[src/rtl/interp_mac_sequencer.sv]
// interp_mac_sequencer: zero-stuffing interpolator running one TAPS-cycle shared-multiplier MAC per modulator tick.
// Define INTERP_SATURATE_EN to clamp the output to 2^N-1 instead of wrapping.
module interp_mac_sequencer #(
  parameter int N = 8,
  parameter int TAPS = 4,
  parameter int L = 4,
  parameter int SHIFT = 3
) (
  input  logic                    clk,
  input  logic                    reset,
  input  logic [N-1:0]            in_data,
  input  logic                    in_valid,
  output logic                    in_ready,
  input  logic                    mod_req,
  input  logic                    coef_we,
  input  logic [$clog2(TAPS)-1:0] coef_addr,
  input  logic [N-1:0]            coef_data,
  output logic [N-1:0]            out_data,
  output logic                    out_valid,
  output logic                    busy,
  output logic [2:0]              status
);
  localparam int CW = $clog2(TAPS);
  localparam int PW = (L > 1) ? $clog2(L) : 1;
  localparam int AW = 2 * N + CW;
  localparam logic [1:0] S_IDLE = 2'd0, S_SHIFT = 2'd1, S_MAC = 2'd2, S_DONE = 2'd3;
  logic [1:0]    r_state;
  logic [PW-1:0] r_phase;
  logic [CW-1:0] r_cnt;
  logic [N-1:0]  r_hist [TAPS];
  logic [N-1:0]  r_coef [TAPS];
  logic [AW-1:0] r_acc;
  logic [N-1:0]  r_out;
  logic          r_out_valid;
  logic [2:0]    r_status;
  logic          w_idle, w_slot, w_take;
  logic [N-1:0]  w_new, w_out;
  logic [2*N-1:0] w_prod;
  logic [AW-1:0] w_sh;
  assign w_idle = r_state == S_IDLE;
  assign w_slot = r_state == S_SHIFT && r_phase == '0;
  assign w_take = w_slot && in_valid;
  assign w_new  = w_take ? in_data : '0;
  assign w_prod = {{N{1'b0}}, r_hist[r_cnt]} * {{N{1'b0}}, r_coef[r_cnt]};
  assign w_sh   = r_acc >> SHIFT;
`ifdef INTERP_SATURATE_EN
  assign w_out  = (|w_sh[AW-1:N]) ? '1 : w_sh[N-1:0];
`else
  assign w_out  = w_sh[N-1:0];
`endif
  assign in_ready  = w_take;
  assign busy      = !w_idle;
  assign out_data  = r_out;
  assign out_valid = r_out_valid;
  assign status    = r_status;
  always_ff @(posedge clk or posedge reset) begin
    if (reset) begin
      r_state     <= S_IDLE;
      r_phase     <= '0;
      r_cnt       <= '0;
      r_acc       <= '0;
      r_out       <= '0;
      r_out_valid <= 1'b0;
      r_status    <= '0;
      for (int k = 0; k < TAPS; k++) begin
        r_hist[k] <= '0;
        r_coef[k] <= '0;
      end
    end else begin
      r_out_valid <= 1'b0;
      // a write coinciding with mod_req lands before the MAC reads it
      if (coef_we && w_idle) r_coef[coef_addr] <= coef_data;
      r_status <= r_status | {coef_we && !w_idle, mod_req && !w_idle, w_slot && !in_valid};
      case (r_state)
        S_IDLE: if (mod_req) r_state <= S_SHIFT;
        S_SHIFT: begin
          for (int k = TAPS - 1; k > 0; k--) r_hist[k] <= r_hist[k-1];
          r_hist[0] <= w_new;
          r_phase   <= (r_phase == PW'(L - 1)) ? '0 : r_phase + 1'b1;
          r_acc     <= '0;
          r_cnt     <= '0;
          r_state   <= S_MAC;
        end
        S_MAC: begin
          r_acc <= r_acc + AW'(w_prod);
          r_cnt <= r_cnt + 1'b1;
          if (r_cnt == CW'(TAPS - 1)) r_state <= S_DONE;
        end
        default: begin
          r_out       <= w_out;
          r_out_valid <= 1'b1;
          r_state     <= S_IDLE;
        end
      endcase
    end
  end
endmodule

[config.mk]
export PLATFORM = sky130hd
export DESIGN_NAME = interp_mac_sequencer
export DESIGN_NICKNAME = d
export VERILOG_FILES = /design/src/rtl/interp_mac_sequencer.sv
export SDC_FILE = /design/constraint.sdc
export NUM_CORES = 1
export LEC_CHECK = 0
export ABC_AREA = 1
export CORE_AREA = 2 2 113 115
export DETAILED_ROUTE_END_ITERATION = 8
export DIE_AREA = 0 0 115 117
export PLACE_DENSITY = 0.69
export SLEW_MARGIN = 20
export SYNTH_ARGS = -nofsm -noshare
export SYNTH_HDL_FRONTEND = slang
export SYNTH_SLANG_ARGS = --single-unit
export TNS_END_PERCENT = 30
[constraint.sdc]
create_clock -name clk -period 10.1 [get_ports clk]
set_input_delay 2.02 -clock clk [delete_from_list [all_inputs] [get_ports clk]]
set_output_delay 2.02 -clock clk [all_outputs]
set_load 0.05 [all_outputs]
### Word level (Yosys, flattened, before mapping)

Cells that the tools add are included.

| storage, ports and cells | value |
|---|---|
| flip-flop bits (word level) | 100 |
| bits of input ports | 23 |
| output and inout bits | 14 |
| logic and storage cells | 62 |

| operators by class | value |
|---|---|
| $add $sub $neg | 3 |
| multiply operators | 1 |
| order comparisons | 3 |
| eq/ne operators | 6 |
| muxes and demuxes | 17 |
| bitwise logic cells | 3 |
| reductions and logical operators | 14 |

Operator list:

| operator | count |
|---|---|
| two-way mux 8 bit | 6 |
| one-hot mux 18 bit (2 select lines) | 1 |
| binary-select mux 8 bit (select 2 bit) | 2 |
| bitwise mux 32 bit | 1 |
| adder 18 x 16 -> 18 bit | 1 |
| demux 8 bit (select 2 bit) | 1 |
| multiplier 8 x 8 -> 16 bit | 1 |
| logical AND 1 bit | 7 |
| == test 2 bit, second input constant | 3 |
| greater-or-equal comparator 3 bit, second input constant | 2 |
| two-way mux 2 bit | 3 |
| inverter 2 -> 3 bit | 2 |
| one-hot mux 2 bit (3 select lines) | 1 |
| adder 2 x 1 -> 2 bit, second input constant | 2 |
| logical NOT 2 bit | 2 |
| inequality test 2 bit, second input constant | 2 |
| one-hot mux 2 bit (2 select lines) | 1 |
| < comparator 3 x 1 -> 1 bit, second input constant | 1 |
| OR 3 bit | 1 |
| OR reduction 3 bit | 1 |
| == test 2 x 1 -> 1 bit, second input constant | 1 |
| logical NOT 1 bit | 2 |
| AND reduction 2 bit | 1 |
| nonzero test 2 bit | 1 |
| two-way mux 1 bit | 1 |

### Longest topological paths before layout

Gate-level depths: netlist of run 1.

| depth | value |
|---|---|
| word-level depth | 7 |
| depth in mapped cells | 28 |
| depth with buffers taken out | 27 |

### Least setup slack after synthesis of run 1

Ideal clock, no wire load.

| timing path | value |
|---|---|
| kind | input to output |
| start point | input in_valid |
| end point | output in_ready |
| arrival | 2.513 ns |
| required time | 8.080 ns |
| setup slack | 5.567 ns |
| cell stages on the path | 2 |
| buffers on the path | 0 |
| cell sequence | nand3_1 clkinv_1 |

| between the ends | value |
|---|---|
| word-level cells in the longest chain between the ends | 1 |

RTL lines:

| element | RTL line | source |
|---|---|---|
| from (decl) | 12 | `input logic in_valid,` |
| logical AND 1 bit | 42 | `assign w_take = w_slot && in_valid;` |
| to (decl) | 13 | `output logic in_ready,` |

Every way passes these cells.

### Worst setup path after layout of run 1

Same ends and word-level chain as after synthesis.

==> results.json, run 1 <==
{
  "status": "complete, no violations",
  "maxCapViolCount": 0,
  "dieArea_um2": 13500,
  "row_count": 41,
  "via_per_inst": 5.09,
  "antenna_found_initial": 0,
  "synthesis.area_um2": 5980,
  "ys_types": 30,
  "synth-compound-area-share_pct": 12.0,
  "final_net_count": 858,
  "tritoncts": "done",
  "synth_top_family_by_area": "simple AND/OR/NAND/NOR gates",
  "clk_pin_slew_ps": 70,
  "critPathCaptureType": "primary output",
  "syn_inst": 742,
  "synth-edff-count": 0,
  "wl_um": 12700,
  "synthMuxAreaShare_pct": 0,
  "ff2ff_path_depth": 22,
  "fin_tns_setup_ps": 0,
  "final_antenna_net_count": 0,
  "worstSetupPathType": "input pin to primary output",
  "drive_above_1_share_pct": 4.65,
  "final_hold_viol_count": 0,
  "ys.flop_type": "dfrtp_1",
  "initialDrtViolationCount": 272,
  "num_io_pins": 37,
  "relSlewSlack_pct": 45.1,
  "synthSimpleGateAreaFrac_pct": 19.3,
  "antennaDiodeCount": 0,
  "numPortBuffers": 36,
  "period_needed_ps": 5620,
  "dp_hpwl_um": 9530,
  "crit_path_start_kind": "input pin",
  "die_x_um": 115,
  "clock_sinks": 93,
  "synth_fp_nets": 830,
  "worst_ep_required_time_ps": 8080,
  "fp.dieH_um": 117,
  "cts_hold_buf": 0,
  "clockBufferDepth": 2,
  "wl_per_cell_um": 13.7,
  "yosys_register_bits": 93,
  "fin_crit_sh_pct": 55.7,
  "post_cts_resized": 0,
  "cp.arrival_ps": 3600,
  "first_pass_iters": 6,
  "vias": 4707,
  "cts_buffers": 9,
  "grt_pass1_vias": 4835,
  "area_delta_synth_final_pct": 12.5,
  "crit_fanout": 9,
  "grt_max_degree": 65,
  "track_usage_pct": 21.4,
  "holdPathStages": 1,
  "synthAdderAreaFrac_pct": 18.3,
  "avgSynthCellArea_um2": 8.05,
  "worstMarginPinSlew_ps": 824,
  "fin_skew_ps": 5.02,
  "htree_levels": 3,
  "initial_core_util_pct": 48.5,
  "hold_path.class": "register to register",
  "synthArstFlopShare_pct": 100,
  "ys.warnings.count": 0,
  "coreArea_um2": 12300,
  "yosys.area_share.xor_xnor_pct": 0.147,
  "fmax_ghz": 0.178,
  "timing.final.max_slew_violations": 0,
  "drc": 0,
  "grt_first_pass_wirelength_um": 22500,
  "cts-root-buf": "clkbuf_16",
  "synth-seq-area-share_pct": 38.9,
  "routabilityCongestion": 0.837,
  "postCtsSetupRepairBufs": 0,
  "setup_viol": 0,
  "insertion_delay_ps": 350,
  "overflow": 0,
  "grt_setup_unrepaired": "false"
}
==> routing by layer <==
| layer | GRT usage [%] | vias up | wire length, um |
|---|---|---|---|
| li1 | - | 2339 | - |
| met1 | 28.1 | 2239 | 5820 |
| met2 | 35.7 | 102 | 6100 |
| met3 | 4.48 | 27 | 541 |
| met4 | 7.39 | 0 | 244 |
| met5 | 0 | - | 0 |
==> sequential cells by signal (all words and copies together) (netlist names) <==
name,flops
r_hist,32
out_valid,1
r_acc,11
r_state,2
r_phase,2
r_coef,32
status,3
r_cnt,2
out_data,8
==> cell usage in the layout, fill, tap and decap left out, types with 2 or more instances in the layout <==
cell type | Yosys | layout
o211ai_2 | 5 | 5
a22o_1 | 3 | 3
clkinv_1 | 2 | 2
clkdlybuf4s50_1 | 0 | 36
buf_4 | 3 | 4
o21ai_0 | 68 | 68
clkinv_2 | 0 | 3
ha_1 | 28 | 28
dfrtp_1 | 93 | 93
fa_1 | 37 | 37
nand3_1 | 28 | 28
clkbuf_16 | 0 | 9
inv_1 | 141 | 140
a32oi_1 | 5 | 5
inv_2 | 2 | 2
a21o_1 | 2 | 2
inv_6 | 0 | 2
a21oi_1 | 28 | 28
o22ai_1 | 6 | 6
nor2_1 | 49 | 49
nand2_2 | 8 | 8
nand2_1 | 205 | 205
==> worst paths after layout <==
check	startpoint	to	slack [ps]
max reg2reg	r_cnt[1]	r_acc[9]	4640
max	in_valid	in_ready	4480
min	status[2]	status[2]	460
min in group asynchronous	reset	out_valid	2010
max in group asynchronous	reset	r_state[0]	6890
min reg2reg	status[2]	status[2]	460
==> logic make-up after synthesis <==
kind of cell,Yosys count
AO/OA/AOI/OAI,123
adder cells (fa/ha/maj),65
buffers and inverters,168
AND/OR/NAND/NOR,292
XOR/XNOR,1
flip-flops,93
==> cell type report <==
type,instances,area (um2)
clock inverters,5,57.6
repair buffers,40,390
flip-flops and latches,93,2330
fillers,1190,5590
well taps,150,188
clock buffers,11,243
multi-input cells,481,2970
inverters,145,546
==> synth_stat cells (4+ instances only) <==
library cell    n  area, um2
a21oi_1        28        140
o21ai_0        68        340
buf_6           4       45.0
fa_1           37        741
nand3_1        28        140
inv_1         141        529
dfrtp_1        93       2330
clkbuf_1       13       48.8
a32oi_1         5       43.8
nand2_1       205        769
o22ai_1         6       37.5
o211ai_2        5       62.6
ha_1           28        350
nand2_2         8       50.1
nor2_1         49        184
==> worst max-delay path, cell delays in order <==
cell and delay [ps]:
clkdlybuf4s50_1 490, nand3_1 80, clkinv_1 170, clkdlybuf4s50_1 830
==> through the flow <==
| stage | instance area [um2] | worst slack (ps) | cells | hold WS, ps | utilization [%] |
|---|---|---|---|---|---|
| 2_1_floorplan | 5980 | 5570 | 742 | 453 | - |
| 3_3_place_gp | 6420 | 4510 | 909 | 440 | 52.2 |
| 3_5_place_dp | 6420 | 4470 | 909 | 452 | 52.2 |
| 4_1_cts | 6720 | 4470 | 925 | 466 | 54.6 |
| 5_1_grt | 6720 | 4120 | 925 | 495 | 54.6 |
| 6_report | 6720 | 4480 | 925 | 458 | 54.6 |
Power of run 1 is left out: the tool's default activity adds up to more than one toggle a clock period on the data nets, which glitch-free logic cannot reach.
==> run 2: changes to the inputs <==
--- a/config.mk
+++ b/config.mk
@@ -9,7 +9,7 @@
 export CORE_AREA = 2 2 113 115
 export DETAILED_ROUTE_END_ITERATION = 8
 export DIE_AREA = 0 0 115 117
-export PLACE_DENSITY = 0.69
+export PLACE_DENSITY = 0.71
 export SLEW_MARGIN = 20
 export SYNTH_ARGS = -nofsm -noshare
 export SYNTH_HDL_FRONTEND = slang
==> constraint.sdc (replaced) <==
create_clock -name clk -period 5 [get_ports clk]
set_input_delay 1 -clock clk [delete_from_list [all_inputs] [get_ports clk]]
set_output_delay 1 -clock clk [all_outputs]
set_load 0.05 [all_outputs]
==> run 2 against run 1 <==
Via count grew 1.4%. Final area grew 1.4%. Hold slack gained 1.0 ps. Highest routed layer unchanged.
==> results.json, run 2 (synthesis gave the netlist of run 1 again) <==
{
  "status": "complete, no violations",
  "coreArea_um2": 12300,
  "initialDrtViolationCount": 295,
  "setup_ws_ps": 227,
  "crit_buf_inv": 4,
  "layout_common_cells": "205 x nand2_1, 140 x inv_1, 92 x dfrtp_1",
  "final_antenna_net_count": 0,
  "cpMostUsedCell": "fa_1",
  "holdWs_ps": 459,
  "critPathCaptureType": "register",
  "worstMarginPinSlew_ps": 592,
  "maxCapViolCount": 0,
  "holdPathStages": 1,
  "grt_setup_unrepaired": "false",
  "period_needed_ps": 4770,
  "worstSetupPathType": "register to register",
  "area_delta_synth_final_pct": 14.1,
  "hold_path.class": "register to register",
  "vias": 4775,
  "worst_ep_required_time_ps": 5270,
  "dp_hpwl_um": 10400,
  "path_delay_family": "adder cells",
  "hold_end": "status[2]",
  "reg_top3": "r_coef x32, r_hist x32, r_acc x11",
  "tritoncts": "done",
  "fmax_ghz": 0.210,
  "fin_crit_sh_pct": 95.5,
  "fin_skew_ps": 6.62,
  "relSlewSlack_pct": 60.5,
  "track_usage_pct": 22.0,
  "drive_above_1_share_pct": 6.00,
  "wl_per_cell_um": 14.4,
  "cts_buffers": 9,
  "numPortBuffers": 36,
  "row_count": 41,
  "die_x_um": 115,
  "min_from": "status[2]",
  "antenna_found_initial": 0,
  "fp.dieH_um": 117,
  "via_per_inst": 5.12,
  "first_pass_iters": 5,
  "place_area_um2": 6480,
  "drc": 0,
  "overflow": 0,
  "clockBufferDepth": 2,
  "cts_hold_buf": 0,
  "grt_first_pass_wirelength_um": 23000,
  "insertion_delay_ps": 360,
  "n_fill_cell": 1104,
  "antennaDiodeCount": 0,
  "cp.arrival_ps": 5050,
  "setup_viol": 0,
  "timing.final.max_slew_violations": 0,
  "rr_startpoint": "r_cnt[0]",
  "final_net_count": 866,
  "dieArea_um2": 13500,
  "crit_chain": "buf_12, a21oi_1, a32oi_4, inv_1, nor2_1, fa_1, fa_1, inv_1, fa_1, fa_1, inv_1, ha_1, o21a_1, nor2_1, nor2_1, o21ai_0, nand2_1, a21oi_1, o21ai_0, o21ai_0",
  "final_hold_viol_count": 0,
  "grt_max_degree": 44,
  "htree_levels": 3,
  "dp_slack_ps": 109,
  "rrSetupSlack_ps": 230,
  "fin_area_um2": 6820,
  "ff2ff_path_depth": 20,
  "num_io_pins": 37,
  "timing.rr.end": "r_acc[9]",
  "cp_slowest_cell": "fa_1",
  "grt_pass1_vias": 4882,
  "initial_core_util_pct": 48.5,
  "clk_pin_slew_ps": 70,
  "crit_fanout": 31,
  "final_common_cell": "nand2_1",
  "cp.depth": 20,
  "crit_path_start_kind": "register",
  "fin_tns_setup_ps": 0,
  "max_stage_delay_ps": 550,
  "wl_um": 13500,
  "routabilityCongestion": 0.901,
  "cts-root-buf": "clkbuf_16",
  "clock_sinks": 93
}
run 2: cell types whose count changed in the layout (fill, tap and decap cells not counted), sizes merged:
cell	previous run	this run
buf	4	12
clkinv	5	7
inv	144	142
bufinv	1	0
clkinvlp	0	1
run 2: through the flow:
stage | util (%) | std cells
finish | 55.4 | 933
global route | 55.4 | 933
CTS | 54.8 | 933
detailed placement | 52.7 | 917
global placement | 52.7 | 917
floorplan | - | 742
run 2: layout make-up:
cell class	count	area [um2]	share of cell area, %
Clock inverter	5	35.0	0.514
Sequential cell	93	2330	34.2
Tap cell	150	188	2.75
Timing Repair Buffer	48	463	6.79
Multi-Input combinational cell	481	3020	44.3
Inverter	145	553	8.11
Clock buffer	11	233	3.41
run 2: worst reg2reg max path, stage by stage, from the launching register on:
cell and delay (ps):
dfrtp_2 440, buf_12 180, a21oi_1 250, a32oi_4 110, inv_1 190, nor2_1 80, fa_1 450, fa_1 550
inv_1 50, fa_1 470, fa_1 550, inv_1 40, ha_1 340, o21a_1 140, nor2_1 140, nor2_1 80
o21ai_0 180, nand2_1 100, a21oi_1 150, o21ai_0 130, o21ai_0 80
run 2: how the worst max path moves through the flow:
stage	startpoint	end	slack (ps)
global placement	r_cnt[0]	r_acc[10]	240
global route	r_cnt[0]	r_acc[9]	6
finish	r_cnt[0]	r_acc[9]	230
floorplan	r_cnt[0]	r_acc[10]	510
detailed placement	r_cnt[0]	r_acc[9]	110
CTS	r_cnt[0]	r_acc[9]	80
run 2: what timing repair did:
item	CTS	global route
gates resized for setup	0	13
setup buffers	0	0
endpoints found under the hold margin	0	0
endpoints found under the setup margin	0	2
run 2: routing by layer:
layer	track usage (%)	vias to the layer above	wire length, um
met4	9.40	0	401
met5	0	-	0
met2	36.7	110	6410
li1	-	2350	-
met3	4.43	32	597
met1	28.2	2283	6040
Power of run 2 is left out for the same reason.
